--- src/rtl/c2_pkg.sv ---
// c2_pkg -- shared types and constants for the C2 UART transmit path.
//   tx_fsm_e          : read-side FSM states of uart_tx_fifo
//   C2_TX_FIFO_DEPTH  : default transmit FIFO depth (entries)
//   byte_t            : one UART payload byte
package c2_pkg;

  localparam int unsigned C2_TX_FIFO_DEPTH = 16;

  typedef logic [7:0] byte_t;

  typedef enum logic [1:0] {
    S_IDLE   = 2'd0,
    S_LAUNCH = 2'd1,
    S_WAIT   = 2'd2
  } tx_fsm_e;

endpackage

--- src/rtl/uart_tx_fifo_if.sv ---
// uart_tx_fifo_if -- byte write channel from the C2 TX mux plus the
// transceiver launch channel, seen from the FIFO (slave) and from the
// surrounding logic (master).
//   wr_data/wr_start/wr_done          : producer byte write handshake
//   phy_tx_data/phy_tx_start          : byte and launch pulse to the PHY
//   phy_tx_busy/phy_tx_done           : PHY status back to the FIFO
interface uart_tx_fifo_if;

  logic [7:0] wr_data;
  logic       wr_start;
  logic       wr_done;
  logic [7:0] phy_tx_data;
  logic       phy_tx_start;
  logic       phy_tx_busy;
  logic       phy_tx_done;

  modport master (
    output wr_data, wr_start, phy_tx_busy, phy_tx_done,
    input  wr_done, phy_tx_data, phy_tx_start
  );

  modport slave (
    input  wr_data, wr_start, phy_tx_busy, phy_tx_done,
    output wr_done, phy_tx_data, phy_tx_start
  );

endinterface

--- src/rtl/c2_byte_fifo.sv ---
// c2_byte_fifo -- generic synchronous byte FIFO.
//   clk/rst     : clock, asynchronous active-high reset
//   flush       : synchronous clear of pointers and flags
//   push/push_data : write request and byte (ignored while full)
//   pop/head    : read request and current head byte (ignored while empty)
//   full/empty  : registered status flags
//   level       : occupied entries, 0..DEPTH
// DEPTH must be a power of two, at least 4.
module c2_byte_fifo
  import c2_pkg::*;
#(
  parameter int unsigned DEPTH = C2_TX_FIFO_DEPTH,
  parameter int unsigned LVL_W = $clog2(DEPTH) + 1
) (
  input  logic             clk,
  input  logic             rst,
  input  logic             flush,
  input  logic             push,
  input  byte_t            push_data,
  input  logic             pop,
  output byte_t            head,
  output logic             full,
  output logic             empty,
  output logic [LVL_W-1:0] level
);

  localparam int unsigned AW = $clog2(DEPTH);
  localparam logic [AW:0] DEPTH_CNT = (AW + 1)'(DEPTH);

  byte_t       mem [DEPTH];
  logic [AW:0] wr_ptr;
  logic [AW:0] rd_ptr;
  logic [AW:0] count;
  logic [AW:0] count_next;
  logic        do_push;
  logic        do_pop;

  assign do_push = push && !full;
  assign do_pop  = pop && !empty;

  // One extra pointer bit keeps write-minus-read exact at DEPTH while the
  // low bits index the storage modulo DEPTH.
  assign count = wr_ptr - rd_ptr;

  always_comb begin
    count_next = count + (AW + 1)'(do_push) - (AW + 1)'(do_pop);
  end

  always_ff @(posedge clk or posedge rst) begin
    if (rst) begin
      wr_ptr <= '0;
      rd_ptr <= '0;
      full   <= 1'b0;
      empty  <= 1'b1;
    end else if (flush) begin
      wr_ptr <= '0;
      rd_ptr <= '0;
      full   <= 1'b0;
      empty  <= 1'b1;
    end else begin
      if (do_push) wr_ptr <= wr_ptr + 1'b1;
      if (do_pop)  rd_ptr <= rd_ptr + 1'b1;
      full  <= (count_next == DEPTH_CNT);
      empty <= (count_next == '0);
    end
  end

  always_ff @(posedge clk) begin
    if (do_push) mem[wr_ptr[AW-1:0]] <= push_data;
  end

  assign head  = mem[rd_ptr[AW-1:0]];
  assign level = LVL_W'(count);

endmodule

--- src/rtl/uart_tx_fifo.sv ---
// uart_tx_fifo -- transmit FIFO between the C2 arbiter TX mux and the UART
// transceiver. Buffers bytes, holds one extra byte in a pending register
// when the FIFO is full, and launches one frame at a time to the PHY.
//   clk_i/rst_i : clock, asynchronous active-high reset
//   flush_i     : synchronous clear (soft reset); an in-flight frame completes
//   bus         : slave side of uart_tx_fifo_if (write + PHY channels)
//   full_o/empty_o/level_o : registered FIFO status
//   overflow_o  : sticky, a write arrived while the pending register was busy
module uart_tx_fifo
  import c2_pkg::*;
#(
  parameter int unsigned DEPTH = C2_TX_FIFO_DEPTH,
  parameter int unsigned LVL_W = $clog2(DEPTH) + 1
) (
  input  logic              clk_i,
  input  logic              rst_i,
  input  logic              flush_i,
  uart_tx_fifo_if.slave     bus,
  output logic              full_o,
  output logic              empty_o,
  output logic [LVL_W-1:0]  level_o,
  output logic              overflow_o
);

  tx_fsm_e state;
  tx_fsm_e state_next;

  logic  pend_valid;
  byte_t pend_data;
  logic  pend_load;
  logic  drop;
  logic  wr_done_q;
  logic  ovf_q;
  byte_t tx_data_q;
  logic  tx_start;

  logic  fifo_push;
  byte_t fifo_push_data;
  logic  fifo_pop;
  byte_t fifo_head;
  logic  fifo_full;
  logic  fifo_empty;

  c2_byte_fifo #(
    .DEPTH (DEPTH),
    .LVL_W (LVL_W)
  ) u_fifo (
    .clk       (clk_i),
    .rst       (rst_i),
    .flush     (flush_i),
    .push      (fifo_push),
    .push_data (fifo_push_data),
    .pop       (fifo_pop),
    .head      (fifo_head),
    .full      (fifo_full),
    .empty     (fifo_empty),
    .level     (level_o)
  );

  // Write path. A parked byte always drains before any new request, so
  // ordering is preserved; a request seen while a byte is parked is lost,
  // even on the edge where the parked byte drains. The full flag is the
  // pre-edge value, so a pop and write on a full FIFO park the write and
  // commit it one edge later.
  always_comb begin
    fifo_push      = 1'b0;
    fifo_push_data = bus.wr_data;
    pend_load      = 1'b0;
    drop           = 1'b0;
    if (!flush_i) begin
      if (pend_valid) begin
        if (!fifo_full) begin
          fifo_push      = 1'b1;
          fifo_push_data = pend_data;
        end
        if (bus.wr_start) drop = 1'b1;
      end else if (bus.wr_start) begin
        if (!fifo_full) fifo_push = 1'b1;
        else            pend_load = 1'b1;
      end
    end
  end

  always_ff @(posedge clk_i or posedge rst_i) begin
    if (rst_i) begin
      pend_valid <= 1'b0;
      pend_data  <= '0;
      wr_done_q  <= 1'b0;
      ovf_q      <= 1'b0;
    end else begin
      wr_done_q <= fifo_push;
      if (flush_i) begin
        pend_valid <= 1'b0;
        pend_data  <= '0;
        ovf_q      <= 1'b0;
      end else begin
        if (pend_load) begin
          pend_valid <= 1'b1;
          pend_data  <= bus.wr_data;
        end else if (pend_valid && !fifo_full) begin
          pend_valid <= 1'b0;
        end
        if (drop) ovf_q <= 1'b1;
      end
    end
  end

  // Read FSM. Flush does not touch the state, so a frame already handed to
  // the PHY runs to completion; popping is suppressed on the flush edge.
  always_ff @(posedge clk_i or posedge rst_i) begin
    if (rst_i) begin
      state     <= S_IDLE;
      tx_data_q <= '0;
    end else begin
      state <= state_next;
      if (fifo_pop) tx_data_q <= fifo_head;
    end
  end

  always_comb begin
    state_next = state;
    fifo_pop   = 1'b0;
    tx_start   = 1'b0;
    case (state)
      S_IDLE: begin
        if (!fifo_empty && !bus.phy_tx_busy && !flush_i) begin
          fifo_pop   = 1'b1;
          state_next = S_LAUNCH;
        end
      end
      S_LAUNCH: begin
        tx_start   = 1'b1;
        state_next = S_WAIT;
      end
      S_WAIT: begin
        if (bus.phy_tx_done) state_next = S_IDLE;
      end
      default: state_next = S_IDLE;
    endcase
  end

  assign bus.wr_done      = wr_done_q;
  assign bus.phy_tx_data  = tx_data_q;
  assign bus.phy_tx_start = tx_start;
  assign full_o           = fifo_full;
  assign empty_o          = fifo_empty;
  assign overflow_o       = ovf_q;

endmodule

--- src/flat_wrapper.sv ---
// flat-port wrapper written by rule: the top's interface ports become plain ports
module uart_tx_fifo_flat import c2_pkg::*;
#(
  parameter int unsigned DEPTH = C2_TX_FIFO_DEPTH,
  parameter int unsigned LVL_W = $clog2(DEPTH) + 1
)
  (clk_i, rst_i, flush_i, full_o, empty_o, level_o, overflow_o, bus_wr_data, bus_wr_start, bus_phy_tx_busy, bus_phy_tx_done, bus_wr_done, bus_phy_tx_data, bus_phy_tx_start);
  uart_tx_fifo_if bus_i ();
  input  logic clk_i;
  input  logic rst_i;
  input  logic flush_i;
  output logic full_o;
  output logic empty_o;
  output logic [LVL_W-1:0] level_o;
  output logic overflow_o;
  input wire logic [$bits(bus_i.wr_data)-1:0] bus_wr_data;
  input wire logic [$bits(bus_i.wr_start)-1:0] bus_wr_start;
  input wire logic [$bits(bus_i.phy_tx_busy)-1:0] bus_phy_tx_busy;
  input wire logic [$bits(bus_i.phy_tx_done)-1:0] bus_phy_tx_done;
  output wire logic [$bits(bus_i.wr_done)-1:0] bus_wr_done;
  output wire logic [$bits(bus_i.phy_tx_data)-1:0] bus_phy_tx_data;
  output wire logic [$bits(bus_i.phy_tx_start)-1:0] bus_phy_tx_start;
  assign bus_i.wr_data = bus_wr_data;
  assign bus_i.wr_start = bus_wr_start;
  assign bus_i.phy_tx_busy = bus_phy_tx_busy;
  assign bus_i.phy_tx_done = bus_phy_tx_done;
  assign bus_wr_done = bus_i.wr_done;
  assign bus_phy_tx_data = bus_i.phy_tx_data;
  assign bus_phy_tx_start = bus_i.phy_tx_start;
  uart_tx_fifo #(.DEPTH(DEPTH), .LVL_W(LVL_W)) u_core (.clk_i(clk_i), .rst_i(rst_i), .flush_i(flush_i), .bus(bus_i), .full_o(full_o), .empty_o(empty_o), .level_o(level_o), .overflow_o(overflow_o));
endmodule
--- config.mk ---
export PLATFORM = sky130hd
export DESIGN_NAME = uart_tx_fifo_flat
export DESIGN_NICKNAME = d
export VERILOG_FILES = /design/src/rtl/c2_pkg.sv /design/src/rtl/uart_tx_fifo_if.sv /design/src/rtl/c2_byte_fifo.sv /design/src/rtl/uart_tx_fifo.sv /design/src/flat_wrapper.sv
export SDC_FILE = /design/constraint.sdc
export NUM_CORES = 1
export LEC_CHECK = 0
export BUFFER_PORTS_ARGS = -buffer_cell sky130_fd_sc_hd__buf_2
export CORE_UTILIZATION = 63
export CTS_BUF_LIST = sky130_fd_sc_hd__clkbuf_2 sky130_fd_sc_hd__clkbuf_4 sky130_fd_sc_hd__clkbuf_8
export DETAILED_ROUTE_END_ITERATION = 16
export GPL_TIMING_DRIVEN = 0
export PLACE_DENSITY = 0.81
export SLEW_MARGIN = 20
export SYNTH_ARGS = -nofsm -noshare
export SYNTH_HDL_FRONTEND = slang
export SYNTH_HIERARCHICAL = 1
export SYNTH_SLANG_ARGS = --single-unit
--- constraint.sdc ---
create_clock -name clk_i -period 4.23 [get_ports clk_i]
set_input_delay 0.423 -clock clk_i [delete_from_list [all_inputs] [get_ports clk_i]]
set_output_delay 0.423 -clock clk_i [all_outputs]
set_load 0.005 [all_outputs]
==> results of run 1 <==
## routing by layer
layer	up-vias	wire [um]	track usage
met2	191	6840	0.430
met1	1934	5320	0.358
li1	1645	-	-
met5	-	0	0
met4	0	479	0.114
met3	39	991	0.0595
## worst reg2reg max path, stage by stage, from the launching register on
cell      delay, ps
dfrtp_1         400
or4_4           580
nor2_1          100
nor2b_1         130
clkbuf_1        340
ha_1            310
inv_1            50
ha_1            180
inv_1            60
fa_1            410
inv_1           100
a21oi_1          70
nor2_1           90
mux2i_1         110
xnor2_1         200
nor3b_2         180
## flip-flops by register name, indices dropped and copies added, names as in the netlist, 2 cells and up
name and flops:
u_core/u_fifo/mem 128, u_core/state 2, u_core/bus.phy_tx_data 8, u_core/u_fifo/wr_ptr 5
u_core/pend_data 8, u_core/u_fifo/rd_ptr 5
## cell type report
cell class / instances / share of cell area
flip-flops and latches: 161 / 0.612
multi-input cells: 218 / 0.263
clock buffers: 23 / 0.0366
well taps: 136 / 0.0223
repair buffers: 32 / 0.0217
clock inverters: 9 / 0.0202
plain buffers: 18 / 0.0149
inverters: 17 / 0.00837
## worst paths after layout
| kind | startpoint | to | slack (ps) | depth (start not counted) |
|---|---|---|---|---|
| max in group asynchronous | rst_i | u_core/bus.phy_tx_data[0] | 3030 | 3 |
| min in group asynchronous | rst_i | u_core/u_fifo/rd_ptr[4] | 560 | 3 |
| worst min register to register | u_core/bus.phy_tx_data[7] | u_core/bus.phy_tx_data[7] | 510 | 1 |
| worst max-delay path | u_core/state[1] | u_core/u_fifo/full | 840 | 15 |
| worst max register to register | u_core/state[1] | u_core/u_fifo/full | 840 | 15 |
| worst min-delay path | flush_i | u_core/u_fifo/full | 220 | 2 |
## cells by family (layout without fill, tap and decap cells)
kind of cell | Yosys count | count (layout) | share of synthesized area
compound gates | 23 | 23 | 0.0205
xor+xnor | 14 | 14 | 0.0201
fa+ha+maj | 15 | 15 | 0.0296
buf+inv | 35 | 99 | 0.0260
flops | 161 | 161 | 0.683
mux | 57 | 57 | 0.145
simple gates | 109 | 109 | 0.0758
## metrics by stage
| step | utilization | worst slack (ps) |
|---|---|---|
| final | 0.732 | 836 |
| after global routing | 0.732 | 587 |
| after CTS | 0.731 | 848 |
| after detailed placement | 0.689 | 703 |
| after global placement | 0.688 | 819 |
| after floorplan | - | 1210 |
## what timing repair did
item | CTS | global route
hold buffers | 1 | 0
buffers inserted | 0 | 0
gates resized for setup | 0 | 0
endpoints found under the hold margin | 4 | 0
endpoints found under the setup margin | 0 | 0
## layout by cell type, fill, tap and decap left out, types with 3 or more instances in the layout
| cell | instances |
|---|---|
| a21oi_1 | 9 |
| mux2i_1 | 9 |
| nand2b_1 | 3 |
| nor2_1 | 40 |
| nand4_1 | 4 |
| clkbuf_8 | 17 |
| xor2_1 | 3 |
| clkbuf_4 | 6 |
| bufinv_16 | 4 |
| edfxtp_1 | 128 |
| buf_2 | 38 |
| inv_1 | 13 |
| nand2_1 | 38 |
| a31oi_1 | 8 |
| xnor2_1 | 9 |
| clkbuf_1 | 6 |
| mux2_2 | 16 |
| nor2b_1 | 3 |
| inv_4 | 4 |
| mux4_2 | 32 |
| and3_1 | 8 |
| dfrtp_1 | 32 |
| ha_1 | 13 |
| nor3_2 | 4 |
## power by group
| group | switching [mW] | total, mW | internal, mW |
|---|---|---|---|
| sequential | 0.0453 | 1.83 | 1.78 |
| combinational | 0.203 | 0.389 | 0.186 |
| clock | 0.522 | 1.21 | 0.685 |
| total | 0.770 | 3.43 | 2.65 |
==> impl_results.html, run 1 <==
<table>
<tr><th>Metric</th><th>Value</th></tr>
<tr><th colspan="2">Status</th></tr>
<tr><td>Status</td><td>complete, no violations</td></tr>
<tr><th colspan="2">Pwr</th></tr>
<tr><td>Max rail drop VDD</td><td>0.384 mV</td></tr>
<tr><td>Power after layout</td><td>3.43 mW</td></tr>
<tr><td>Cell area power density</td><td>449 mW/mm2</td></tr>
<tr><td>Static leakage</td><td>2.81 nW</td></tr>
<tr><th colspan="2">Final layout</th></tr>
<tr><td>Fraction of layout instances using a drive strength above 1</td><td>0.291</td></tr>
<tr><td>Post-synthesis to final-layout area growth</td><td>11.5%</td></tr>
<tr><td>Total Nets Final</td><td>494</td></tr>
<tr><td>Combined flip-flop and latch cell area</td><td>0.00467 mm2</td></tr>
<tr><td>Number of standard cells in the final layout excluding fillers</td><td>614</td></tr>
<tr><td>Multi-input gate area in the final layout</td><td>0.00201 mm2</td></tr>
<tr><td>Total non-filler cell area in the finished layout</td><td>0.00763 mm2</td></tr>
<tr><td>Antenna Diode Count</td><td>0</td></tr>
<tr><td>Count of fill cells added during filler insertion</td><td>652</td></tr>
<tr><th colspan="2">Synthesis</th></tr>
<tr><td>Per-instance average area after synthesis</td><td>16.5 um2</td></tr>
<tr><td>Count of flip-flops with a built-in enable after synthesis</td><td>128</td></tr>
<tr><td>Share of the synthesized area in the top cell type</td><td>0.562</td></tr>
<tr><td>Number of flip-flops and latches in the synthesized netlist</td><td>161</td></tr>
<tr><td>Share of synthesized flip-flops with an asynchronous set or reset</td><td>0.205</td></tr>
<tr><td>Total nets after synthesis</td><td>443</td></tr>
<tr><td>Leading cell types by count after synthesis</td><td>edfxtp_1 (128), nor2_1 (40), nand2_1 (38)</td></tr>
<tr><td>Count of distinct cell types in the synthesized netlist</td><td>41</td></tr>
<tr><td>Commonest register cell after synthesis</td><td>edfxtp_1</td></tr>
<tr><td>Area contributors post-synth</td><td>edfxtp_1 (56%), dfrtp_1 (12%), mux4_2 (11%), mux2_2 (2.6%), ha_1 (2.4%)</td></tr>
<tr><td>Cell Area, Synth</td><td>0.00684 mm2</td></tr>
<tr><td>Sequential fraction of the synthesis area</td><td>0.683</td></tr>
<tr><td>Post-synthesis instance total</td><td>414</td></tr>
<tr><td>YS warnings</td><td>6</td></tr>
<tr><td>Most frequently used cell type in the post-synthesis netlist</td><td>edfxtp_1</td></tr>
<tr><td>Synth area leader</td><td>edfxtp_1</td></tr>
<tr><th colspan="2">Setup path</th></tr>
<tr><td>Most used cell along the critical path</td><td>inv_1</td></tr>
<tr><td>Maximum net fanout on the critical path</td><td>7</td></tr>
<tr><td>Crit path DAT</td><td>3770 ps</td></tr>
<tr><td>Cell type of the slowest stage on the worst timing path</td><td>or4_4</td></tr>
<tr><td>Setup crit end kind</td><td>flop</td></tr>
<tr><td>Critical path buffer and inverter count</td><td>4</td></tr>
<tr><td>Critical Path Source Type</td><td>flop</td></tr>
<tr><td>Family with the most delay on the worst path</td><td>simple AND/OR/NAND/NOR gates</td></tr>
<tr><td>Delay of the slowest cell on the worst path</td><td>580 ps</td></tr>
<tr><td>Required time reported for the critical path endpoint</td><td>4610 ps</td></tr>
<tr><td>Cell breakdown of the critical path</td><td>or4_4 -&gt; nor2_1 -&gt; nor2b_1 -&gt; clkbuf_1 -&gt; ha_1 -&gt; inv_1 -&gt; ha_1 -&gt; inv_1 -&gt; fa_1 -&gt; inv_1 -&gt; a21oi_1 -&gt; nor2_1 -&gt; mux2i_1 -&gt; xnor2_1 -&gt; nor3b_2</td></tr>
<tr><td>Kind of critical path</td><td>reg2reg</td></tr>
<tr><th colspan="2">Routing</th></tr>
<tr><td>Remaining routing DRC violations</td><td>0</td></tr>
<tr><td>Post-detailed-route wirelength per cell</td><td>22.2 um</td></tr>
<tr><td>Vias per Instance</td><td>6.20</td></tr>
<tr><td>Count of nets left with antenna violations after detail routing</td><td>0</td></tr>
<tr><td>Initial drt markers</td><td>377</td></tr>
<tr><td>First-pass iteration count of the detailed router</td><td>5</td></tr>
<tr><td>Total routed wirelength</td><td>13600 um</td></tr>
<tr><td>Routed vias</td><td>3809</td></tr>
<tr><th colspan="2">Placed design</th></tr>
<tr><td>Instance area after placement</td><td>0.00717 mm2</td></tr>
<tr><td>RD Place Congestion</td><td>0.793</td></tr>
<tr><td>HPWL reported at the end of detailed placement</td><td>9040 um</td></tr>
<tr><td>Inst Count DP</td><td>581</td></tr>
<tr><td>Number of input and output port buffers inserted</td><td>31</td></tr>
<tr><th colspan="2">Timing</th></tr>
<tr><td>Worst slew pin tran</td><td>987 ps</td></tr>
<tr><td>Unrepaired setup endpoints after global routing</td><td>false</td></tr>
<tr><td>Worst clock skew</td><td>9.51 ps</td></tr>
<tr><td>Worst hold-check slack</td><td>218 ps</td></tr>
<tr><td>Final critical path time including I/O delays and setup</td><td>3390 ps</td></tr>
<tr><td>Final setup viols</td><td>0</td></tr>
<tr><td>Hold Vio Cnt, Final</td><td>0</td></tr>
<tr><td>Worst rel slew slack</td><td>0.340</td></tr>
<tr><td>Final TNS setup</td><td>0 ps</td></tr>
<tr><td>Max-slew violations</td><td>0</td></tr>
<tr><td>Share of the cycle needed by the critical path after routing</td><td>0.802</td></tr>
<tr><td>Maximum operating frequency</td><td>295 MHz</td></tr>
<tr><th colspan="2">Floorplanning</th></tr>
<tr><td>Boundary Pins</td><td>32</td></tr>
<tr><td>Die area</td><td>0.0113 mm2</td></tr>
<tr><td>Core footprint</td><td>0.0104 mm2</td></tr>
<tr><td>Effective utilization at floorplan</td><td>0.656</td></tr>
<tr><td>Horizontal extent of the die</td><td>106 um</td></tr>
<tr><td>Die outline height</td><td>106 um</td></tr>
<tr><td>Placement Rows</td><td>37</td></tr>
<tr><th colspan="2">Global routing</th></tr>
<tr><td>First-pass GRT wire length</td><td>21100 um</td></tr>
<tr><td>Pin count of the biggest net entering global routing</td><td>22</td></tr>
<tr><td>Initial antenna violation count</td><td>0</td></tr>
<tr><td>Global route total overflow</td><td>0</td></tr>
<tr><td>Gr usage total</td><td>0.268</td></tr>
<tr><td>Via count of the first global-routing pass</td><td>3837</td></tr>
<tr><th colspan="2">Run</th></tr>
<tr><td>Maxcap violations</td><td>0</td></tr>
<tr><th colspan="2">Worst hold path</th></tr>
<tr><td>Kind of path behind the tightest hold check</td><td>in2reg</td></tr>
<tr><th colspan="2">Clock tree</th></tr>
<tr><td>H-tree level count</td><td>4</td></tr>
<tr><td>Number of buffers on the longest clock path</td><td>2</td></tr>
<tr><td>Latest clock arrival within the worst-skew pair</td><td>450 ps</td></tr>
<tr><td>CTS Root Cell</td><td>clkbuf_8</td></tr>
<tr><td>Clock buffer count from CTS</td><td>17</td></tr>
<tr><td>Clock transition at the registers of the reported paths</td><td>80 ps</td></tr>
<tr><td>Clock tree from TritonCTS</td><td>done</td></tr>
<tr><td>Sinks on the clock net</td><td>161</td></tr>
</table>
Power figures use the tool's default switching activity.
==> run 2, diff against run 1 <==
CORE_UTILIZATION = 57   (was 63)
PLACE_DENSITY = 0.78   (was 0.81)
clock period = 2.9 ns   (was 4.23 ns; I/O delays follow)
==> impl_results.html, run 2 (synthesis gave the netlist of run 1 again) <==
<table>
<tr><th>Metric</th><th>Value</th></tr>
<tr><th colspan="2">Setup path</th></tr>
<tr><td>Cell breakdown of the critical path</td><td>or4_4 -&gt; nor2_2 -&gt; nor2b_4 -&gt; ha_4 -&gt; inv_4 -&gt; ha_4 -&gt; inv_2 -&gt; fa_2 -&gt; inv_2 -&gt; a21oi_2 -&gt; nor2_1 -&gt; mux2i_1 -&gt; xnor2_1 -&gt; nor3b_2</td></tr>
<tr><td>Maximum net fanout on the critical path</td><td>3</td></tr>
<tr><td>Kind of critical path</td><td>reg2reg</td></tr>
<tr><td>Critical path buffer and inverter count</td><td>3</td></tr>
<tr><td>Required time reported for the critical path endpoint</td><td>3260 ps</td></tr>
<tr><td>Delay of the slowest cell on the worst path</td><td>490 ps</td></tr>
<tr><td>Crit path DAT</td><td>3110 ps</td></tr>
<tr><td>Register-to-Register Path Depth</td><td>14</td></tr>
<tr><td>Family with the most delay on the worst path</td><td>simple AND/OR/NAND/NOR gates</td></tr>
<tr><td>Cell type of the slowest stage on the worst timing path</td><td>or4_4</td></tr>
<tr><td>Setup crit end kind</td><td>flop</td></tr>
<tr><td>End of the worst register-to-register path</td><td>u_core/u_fifo/full</td></tr>
<tr><td>FF-to-FF setup slack</td><td>140 ps</td></tr>
<tr><td>Start of the worst register-to-register path</td><td>u_core/state[1]</td></tr>
<tr><td>Critical Path Source Type</td><td>flop</td></tr>
<tr><th colspan="2">Clock tree</th></tr>
<tr><td>Number of buffers on the longest clock path</td><td>2</td></tr>
<tr><td>Sinks on the clock net</td><td>161</td></tr>
<tr><td>Clock buffer count from CTS</td><td>17</td></tr>
<tr><td>Clock tree from TritonCTS</td><td>done</td></tr>
<tr><td>CTS Root Cell</td><td>clkbuf_8</td></tr>
<tr><td>H-tree level count</td><td>4</td></tr>
<tr><td>Clock transition at the registers of the reported paths</td><td>90 ps</td></tr>
<tr><td>Latest clock arrival within the worst-skew pair</td><td>430 ps</td></tr>
<tr><th colspan="2">Final layout</th></tr>
<tr><td>Total Nets Final</td><td>495</td></tr>
<tr><td>Total non-filler cell area in the finished layout</td><td>0.00776 mm2</td></tr>
<tr><td>Highest-count cells in the layout ignoring fill and taps</td><td>edfxtp_1 (128), nor2_1 (39), nand2_1 (38)</td></tr>
<tr><td>Fraction of layout instances using a drive strength above 1</td><td>0.328</td></tr>
<tr><td>Most frequent standard cell in the layout excluding fill and tap cells</td><td>edfxtp_1</td></tr>
<tr><td>Largest register FFs</td><td>128</td></tr>
<tr><td>Post-synthesis to final-layout area growth</td><td>13.5%</td></tr>
<tr><td>Antenna Diode Count</td><td>0</td></tr>
<tr><th colspan="2">Floorplanning</th></tr>
<tr><td>Placement Rows</td><td>39</td></tr>
<tr><td>Effective utilization at floorplan</td><td>0.591</td></tr>
<tr><td>Die area</td><td>0.0124 mm2</td></tr>
<tr><td>Horizontal extent of the die</td><td>112 um</td></tr>
<tr><td>Die outline height</td><td>112 um</td></tr>
<tr><td>Boundary Pins</td><td>32</td></tr>
<tr><td>Core footprint</td><td>0.0116 mm2</td></tr>
<tr><th colspan="2">Status</th></tr>
<tr><td>Violations in the final reports</td><td>DRC</td></tr>
<tr><td>Status</td><td>finished with violations</td></tr>
<tr><th colspan="2">Timing</th></tr>
<tr><td>Worst rel slew slack</td><td>0.304</td></tr>
<tr><td>Worst slew pin tran</td><td>1040 ps</td></tr>
<tr><td>Hold Vio Cnt, Final</td><td>0</td></tr>
<tr><td>Worst path setup slack after routing</td><td>145 ps</td></tr>
<tr><td>Worst clock skew</td><td>11.5 ps</td></tr>
<tr><td>Max-slew violations</td><td>0</td></tr>
<tr><td>Maximum operating frequency</td><td>363 MHz</td></tr>
<tr><td>Unrepaired setup endpoints after global routing</td><td>true</td></tr>
<tr><td>Final setup viols</td><td>0</td></tr>
<tr><td>Final critical path time including I/O delays and setup</td><td>2760 ps</td></tr>
<tr><td>Share of the cycle needed by the critical path after routing</td><td>0.950</td></tr>
<tr><th colspan="2">Global routing</th></tr>
<tr><td>Global route total overflow</td><td>0</td></tr>
<tr><td>Pin count of the biggest net entering global routing</td><td>22</td></tr>
<tr><td>Initial antenna violation count</td><td>0</td></tr>
<tr><td>Gr usage total</td><td>0.249</td></tr>
<tr><td>First-pass GRT wire length</td><td>22000 um</td></tr>
<tr><td>Via count of the first global-routing pass</td><td>3917</td></tr>
<tr><th colspan="2">Routing</th></tr>
<tr><td>Length of routed met2 wiring</td><td>7120 um</td></tr>
<tr><td>Met1 routed wirelength after detailed routing</td><td>5740 um</td></tr>
<tr><td>Count of nets left with antenna violations after detail routing</td><td>0</td></tr>
<tr><td>Total routed wirelength</td><td>14100 um</td></tr>
<tr><td>Top metal layer carrying routed signals</td><td>met4</td></tr>
<tr><td>Initial drt markers</td><td>390</td></tr>
<tr><td>Amount of wire on met3 after detailed routing</td><td>852 um</td></tr>
<tr><td>First-pass iteration count of the detailed router</td><td>12</td></tr>
<tr><td>Routed vias</td><td>3772</td></tr>
<tr><td>Remaining routing DRC violations</td><td>4</td></tr>
<tr><td>Vias per Instance</td><td>6.07</td></tr>
<tr><td>Post-detailed-route wirelength per cell</td><td>22.7 um</td></tr>
<tr><th colspan="2">Run</th></tr>
<tr><td>Maxcap violations</td><td>0</td></tr>
<tr><th colspan="2">Worst hold path</th></tr>
<tr><td>Min-delay src</td><td>flush_i</td></tr>
<tr><td>Worst min-delay path endpoint</td><td>u_core/u_fifo/full</td></tr>
<tr><td>Hold Path Stages</td><td>2</td></tr>
<tr><td>Kind of path behind the tightest hold check</td><td>in2reg</td></tr>
<tr><th colspan="2">Pwr</th></tr>
<tr><td>Static leakage</td><td>2.83 nW</td></tr>
<tr><td>Power after layout</td><td>5.10 mW</td></tr>
<tr><td>Max rail drop VDD</td><td>0.501 mV</td></tr>
<tr><td>Cell area power density</td><td>657 mW/mm2</td></tr>
<tr><th colspan="2">Placed design</th></tr>
<tr><td>HPWL reported at the end of detailed placement</td><td>8920 um</td></tr>
<tr><td>RD Place Congestion</td><td>0.870</td></tr>
<tr><td>Number of input and output port buffers inserted</td><td>31</td></tr>
<tr><td>Instance area after placement</td><td>0.00719 mm2</td></tr>
<tr><td>Worst slack at placement</td><td>-362 ps</td></tr>
</table>
==> run 2: cell count changes in the layout (fill, tap and decap cells not counted), moves of 3 or more <==
cell      previous run  this run
buf_2               38        34
clkinv_4             0         4
inv_1               13        10
clkbuf_4             6         1
buf_4                0         6
a21oi_1              9         6
a21oi_2              1         4
inv_6                1         4
==> run 2: layout make-up <==
type                            count  area (um2)
Buffer                             15         109
Clock buffer                       17         234
Clock inverter                     14         225
Fill cell                         755        3800
Inverter                           17        77.6
Multi-Input combinational cell    218        2070
Sequential cell                   161        4670
Tap cell                          143         179
Timing Repair Buffer               36         195
==> run 2: worst register-to-register path, delay by kind of cell, from the launching register on <==
| family | cells | cell delay, ps |
|---|---|---|
| AO/OA/AOI/OAI | 1 | 50 |
| adder cells (fa/ha/maj) | 3 | 700 |
| flip-flops | 1 | 410 |
| AND/OR/NAND/NOR | 5 | 1040 |
| multiplexers | 1 | 90 |
| buffers and inverters | 3 | 170 |
| XOR/XNOR | 1 | 210 |
==> run 2: worst max-delay path by stage <==
| stage | start | end | slack [ps] | cells past startpoint |
|---|---|---|---|---|
| floorplan | u_core/state[1] | u_core/u_fifo/full | 3 | 15 |
| global placement | flush_i | u_core/u_fifo/full | -260 | 16 |
| detailed placement | flush_i | u_core/u_fifo/full | -360 | 16 |
| CTS | u_core/state[1] | u_core/u_fifo/full | -10 | 15 |
| global route | u_core/state[1] | u_core/u_fifo/full | -40 | 14 |
| finish | u_core/state[1] | u_core/u_fifo/full | 140 | 14 |
==> run 2: per-layer routing <==
layer | GRT usage | vias up
met1 | 0.336 | 1935
met4 | 0.104 | 0
met5 | 0 | -
li1 | - | 1651
met2 | 0.398 | 165
met3 | 0.0544 | 21
==> run 2: where the power goes <==
part / leakage [nW] / internal, mW / switching, mW
combinational: 1.01 / 0.301 / 0.321
clock: 0.229 / 0.968 / 0.850
sequential: 1.59 / 2.60 / 0.0591
==> run 2: stage by stage <==
stage                util  hold slack [ps]  TNS (ps)  cells
finish              0.671              104         0    621
detailed placement  0.622              317      -710    588
floorplan               -              154         0    414
CTS                 0.670             83.2     -11.3    624
global route        0.671             81.1     -40.8    621
global placement    0.620              309     -1410    588
==> run 2: what timing repair did <==
item / CTS / global route
pin swaps: 6 / 4
resized for setup: 16 / 10
setup endpoints to repair: 3 / 3
hold endpoints to repair: 11 / 0
hold buffers: 1 / 0
setup buffers: 4 / 0
